`src/rtl/calc_pkg.sv`:
```
// Shared definitions for the calculator command front-end.
//   DATA_W      : datapath operand/result width
//   OP_*        : datapath operation codes; for the two |x| codes bit 0 is a
//                 don't-care, so only the canonical value is given here
//   state_e     : sequencer state encoding
//   op_is_abs() : true for either absolute-value code (01x, 11x)
package calc_pkg;

  localparam int DATA_W = 4;

  localparam logic [2:0] OP_ADD_AB = 3'b000;
  localparam logic [2:0] OP_SUB_AB = 3'b001;
  localparam logic [2:0] OP_ABS_B  = 3'b010;
  localparam logic [2:0] OP_ADD_BA = 3'b100;
  localparam logic [2:0] OP_SUB_BA = 3'b101;
  localparam logic [2:0] OP_ABS_A  = 3'b110;

  typedef enum logic [1:0] {
    IDLE  = 2'd0,
    ISSUE = 2'd1,
    RESP  = 2'd2
  } state_e;

  function automatic logic op_is_abs(input logic [2:0] op);
    return op[1];
  endfunction

endpackage

```
`src/rtl/calc_sequencer.sv`:
```
// Command front-end for the 4-bit combinational calculator datapath.
// Accepts a command, holds operands on calc_* for SETTLE_CYCLES cycles,
// captures R/ovf and returns them over a valid/ready response channel.
//
// state | meaning
// IDLE  | cmd_ready high, waiting for a command
// ISSUE | operands driven on calc_*, settle counter running down to 0
// RESP  | rsp_valid high, result held until rsp_ready
//
// Ports:
//   clk, rst_n                 clock, async active-low reset
//   cmd_valid/cmd_ready        command handshake
//   cmd_op/cmd_a/cmd_b         command operation and operands
//   cmd_chain                  use accumulated previous result as A
//   calc_op/calc_a/calc_b      to datapath (held between commands)
//   calc_r/calc_ovf            from datapath
//   rsp_valid/rsp_ready        response handshake
//   rsp_r/rsp_ovf              captured result
//   sticky_ovf, clr_sticky     sticky overflow and its synchronous clear
//   op_count                   completed captures, wrapping
module calc_sequencer
  import calc_pkg::*;
#(
  parameter int SETTLE_CYCLES = 1,  // valid range 1..15
  parameter int CNT_W         = 8
) (
  input  logic              clk,
  input  logic              rst_n,
  input  logic              cmd_valid,
  output logic              cmd_ready,
  input  logic [2:0]        cmd_op,
  input  logic [DATA_W-1:0] cmd_a,
  input  logic [DATA_W-1:0] cmd_b,
  input  logic              cmd_chain,
  output logic [2:0]        calc_op,
  output logic [DATA_W-1:0] calc_a,
  output logic [DATA_W-1:0] calc_b,
  input  logic [DATA_W-1:0] calc_r,
  input  logic              calc_ovf,
  output logic              rsp_valid,
  input  logic              rsp_ready,
  output logic [DATA_W-1:0] rsp_r,
  output logic              rsp_ovf,
  output logic              sticky_ovf,
  input  logic              clr_sticky,
  output logic [CNT_W-1:0]  op_count
);

  localparam logic [3:0] SETTLE_LOAD = 4'(SETTLE_CYCLES - 1);

  state_e            state_q, state_d;
  logic [3:0]        cnt_q, cnt_d;
  logic [2:0]        op_q, op_d;
  logic [DATA_W-1:0] a_q, a_d;
  logic [DATA_W-1:0] b_q, b_d;
  logic [DATA_W-1:0] acc_q, acc_d;
  logic [DATA_W-1:0] rsp_r_q, rsp_r_d;
  logic              rsp_ovf_q, rsp_ovf_d;
  logic              sticky_q, sticky_d;
  logic [CNT_W-1:0]  count_q, count_d;
  logic              capture;

  always_ff @(posedge clk or negedge rst_n) begin
    if (!rst_n) begin
      state_q   <= IDLE;
      cnt_q     <= '0;
      op_q      <= '0;
      a_q       <= '0;
      b_q       <= '0;
      acc_q     <= '0;
      rsp_r_q   <= '0;
      rsp_ovf_q <= 1'b0;
      sticky_q  <= 1'b0;
      count_q   <= '0;
    end else begin
      state_q   <= state_d;
      cnt_q     <= cnt_d;
      op_q      <= op_d;
      a_q       <= a_d;
      b_q       <= b_d;
      acc_q     <= acc_d;
      rsp_r_q   <= rsp_r_d;
      rsp_ovf_q <= rsp_ovf_d;
      sticky_q  <= sticky_d;
      count_q   <= count_d;
    end
  end

  always_comb begin
    state_d   = state_q;
    cnt_d     = cnt_q;
    op_d      = op_q;
    a_d       = a_q;
    b_d       = b_q;
    acc_d     = acc_q;
    rsp_r_d   = rsp_r_q;
    rsp_ovf_d = rsp_ovf_q;
    count_d   = count_q;
    capture   = 1'b0;

    unique case (state_q)
      IDLE: begin
        if (cmd_valid) begin
          op_d    = cmd_op;
          a_d     = cmd_chain ? acc_q : cmd_a;
          b_d     = cmd_b;
          cnt_d   = SETTLE_LOAD;
          state_d = ISSUE;
        end
      end
      ISSUE: begin
        if (cnt_q == 4'd0) begin
          capture   = 1'b1;
          rsp_r_d   = calc_r;
          rsp_ovf_d = calc_ovf;
          acc_d     = calc_r;
          count_d   = count_q + CNT_W'(1);
          state_d   = RESP;
        end else begin
          cnt_d = cnt_q - 4'd1;
        end
      end
      RESP: begin
        if (rsp_ready) state_d = IDLE;
      end
      default: state_d = IDLE;
    endcase

    // A new overflow at the capture edge outranks a concurrent clear.
    sticky_d = clr_sticky ? 1'b0 : sticky_q;
    if (capture && calc_ovf) sticky_d = 1'b1;
  end

  assign cmd_ready  = (state_q == IDLE);
  assign rsp_valid  = (state_q == RESP);
  assign calc_op    = op_q;
  assign calc_a     = a_q;
  assign calc_b     = b_q;
  assign rsp_r      = rsp_r_q;
  assign rsp_ovf    = rsp_ovf_q;
  assign sticky_ovf = sticky_q;
  assign op_count   = count_q;

endmodule
```
`config.mk`:
```
export PLATFORM = sky130hd
export DESIGN_NAME = calc_sequencer
export DESIGN_NICKNAME = d
export VERILOG_FILES = /design/src/rtl/calc_pkg.sv /design/src/rtl/calc_sequencer.sv
export SDC_FILE = /design/constraint.sdc
export NUM_CORES = 1
export LEC_CHECK = 0
export CAP_MARGIN = 20
export CORE_ASPECT_RATIO = 2
export CORE_UTILIZATION = 40
export DETAILED_ROUTE_END_ITERATION = 10
export MAX_ROUTING_LAYER = met4
export PLACE_DENSITY = 0.75
export SETUP_SLACK_MARGIN = 0.3
export SYNTH_ARGS = -nofsm -noshare
export SYNTH_HDL_FRONTEND = slang
export SYNTH_SLANG_ARGS = --single-unit
```
`constraint.sdc`:
```
create_clock -name clk -period 1.52 [get_ports clk]
set_input_delay 0.304 -clock clk [delete_from_list [all_inputs] [get_ports clk]]
set_output_delay 0.304 -clock clk [all_outputs]
set_load 0.02 [all_outputs]
```
==> impl_metrics.ini <==
[sta]
clock.fmax_ghz = 0.6360
relSlewSlack = 0.7334
post-route-worst-setup-slack_ns = -0.05222
worst_slew_pin_slew_ns = 0.3998
fin_crit_sh = 1.034
setup_viol = 5
holdWs_ns = 0.4158
clock_skew_ns = 0.001562
tns_ns = -0.2273
layout_min_cycle_time_ns = 1.572
maxSlewViolCount = 0
grt_setup_unrepaired = true
hold_viol = 0

[yosys]
synthCells = 115
netlist_area_um2 = 1446
synth_edf_count = 0
synth_most_common_cell = dfrtp_1
syn_nets = 140
yosysUniqueCellTypes = 35
ys.flop_type = dfrtp_1
synth.avg_cell_area_um2 = 12.58
yosys.area.top_type = dfrtp_1
yosys_warnings = 0
synth_seq_cells = 31
synth_top_area_frac = 0.5363
synthTopCellsByArea = dfrtp_1 54%, mux2_4 6.2%, mux2_1 3.1%
yosysSeqAreaShare = 0.5363
synth_common_cells = 31 x dfrtp_1, 7 x nand3_1, 7 x nor2_1
async_reset_ff_frac = 1.000

[worst_setup_path]
worst_ep_required_time_ns = 1.69
worstSetupEndpointType = flop
arrival_ns = 1.74
r2r_cells = 6
worstSetupStartpointType = flop
cp_top_family = flip-flops
crit_type = reg2reg
crit_fanout = 5
critical_path_depth = 6
r2r-start = cnt_q[1]
worst_r2r_endpoint = rsp_r[2]
path_buf_inv = 2
endpoint = rsp_r[2]
crit_start = cnt_q[1]
crit_chain = inv_2, ha_4, nor3b_4, buf_4, nand3b_4, mux2_4
reg2reg_slack_ns = -0.05
cpMaxStageDelayCell = dfrtp_1
crit_path_max_incr_delay_ns = 0.39

[routing]
dr_total_vias = 1232
drc = 0
drtIter0Drc = 13
routed_wl_um = 4145
dr.pass1.iters = 4
wl_per_cell_um = 16.85
vias_per_cell = 5.008
ant_nets = 0

[global_route]
overflow = 0
grt_max_degree = 32
grt_pass1_vias = 1324
antenna_found_initial = 0
grt_usage = 0.2280
grt_first_pass_wirelength_um = 6134

[floorplanning]
die-area_um2 = 3875
die_width_um = 44.52
start_util = 0.4234
die_height_um = 87.04
num_rows = 30
io_pins = 49
core-area_um2 = 3416

[power_and_ir_drop]
ir_drop_uv = 1223
powerDensity_nw_per_um2 = 2193
power.leakage_nw = 1.211

[clock_network]
cts_sinks = 31
cts_made_buffers = 5
htreeDepth = 2
worst_skew_pair.late_latency_ns = 0.28
cts_tree = yes
clk_pin_slew_ns = 0.06
cts_root_buf = clkbuf_8
clock_path_buffers = 2

[place]
gp_congestion = 0.7971
port_buffers = 48
place_area_um2 = 2115
hpwl_um = 2502

[final_layout]
final_area_um2 = 2469
area_growth_pct = 70.67
drive_gt1_frac = 0.5808
antennaDiodeCount = 0
nets = 223

[flow_run]
drv_cap = 0

[worst_hold_path]
hold_class = in2async

[status]
status = finished, violations left
violations = setup timing
==> placed cells by master (no fill, tap or decap), types with 2 or more instances in the layout <==
cell	count
dfrtp_1	30
buf_2	22
clkdlybuf4s50_1	21
buf_4	20
buf_6	14
mux2_4	13
nor2_4	6
clkbuf_8	6
a21oi_2	5
nand2_1	5
mux2i_1	4
nand3_2	4
inv_2	3
xor2_1	3
xnor2_2	3
nor3b_4	2
nand3b_4	2
inv_1	2
nand3_1	2
ha_1	2
buf_12	2
==> worst min-delay path by stage <==
stage / end / start / depth (start not counted) / slack, ns
floorplan: calc_a[0] / rst_n / 0 / 0.008
global placement: op_count[7] / op_count[7] / 1 / 0.46
detailed placement: op_count[7] / op_count[7] / 1 / 0.46
CTS: calc_op[0] / rst_n / 2 / 0.43
global route: rsp_r[2] / rst_n / 2 / 0.45
finish: rsp_r[2] / rst_n / 2 / 0.42
==> stage by stage <==
step           utilization  setup WS (ns)  power, mW  instances
5_1_grt             0.7227        -0.1003      5.681        246
6_report            0.7227       -0.05222      5.415        246
2_1_floorplan            -       -0.04449      3.033        115
4_1_cts             0.6927       -0.01336      5.163        241
3_5_place_dp        0.6190       -0.08445      4.082        216
3_3_place_gp        0.6190       -0.05332      3.984        216
==> cells by family after synthesis <==
logic type	after synthesis	share of synthesized area
flip-flops	31	0.5363
AO/OA/AOI/OAI	11	0.04585
AND/OR/NAND/NOR	35	0.1696
multiplexers	18	0.1522
adder cells (fa/ha/maj)	3	0.02595
XOR/XNOR	7	0.04239
buffers and inverters	10	0.02768
==> state kept, by name, summed over array words and instances, names as in the netlist <==
name        flops
calc_a          4
calc_b          4
calc_op         3
cnt_q           4
op_count        8
rsp_ovf         1
rsp_r           4
state_q         2
sticky_ovf      1
==> per-layer routing <==
layer | wire, um | track usage | share of wire
met5 | 0 | - | 0
met4 | 95 | 0.1047 | 0.023
met3 | 186 | 0.04772 | 0.045
met2 | 2396 | 0.4104 | 0.58
met1 | 1466 | 0.2216 | 0.35
==> timing repair <==
item | 4_1_cts | 5_1_grt
hold buffers | 0 | 0
gates resized for setup | 147 | 14
pin swaps | 13 | 6
endpoints found under the setup margin | 58 | 35
setup buffers | 17 | 5
gates cloned | 1 | 0
==> layout make-up <==
type	instances	area (um2)
clock buffers	6	82.58
clock inverters	1	5.005
fillers	241	947.2
inverters	5	18.77
multi-input cells	75	842.1
flip-flops and latches	31	777.0
well taps	48	60.06
repair buffers	80	683.2
==> report_power, final <==
part	switching, mW	internal (mW)	leakage [nW]	total (mW)
Sequential	0.326	1.19	0.377	1.52
Combinational	1.54	1.70	0.788	3.24
Clock	0.303	0.355	0.0470	0.657
(Power assumes the default switching activity.)
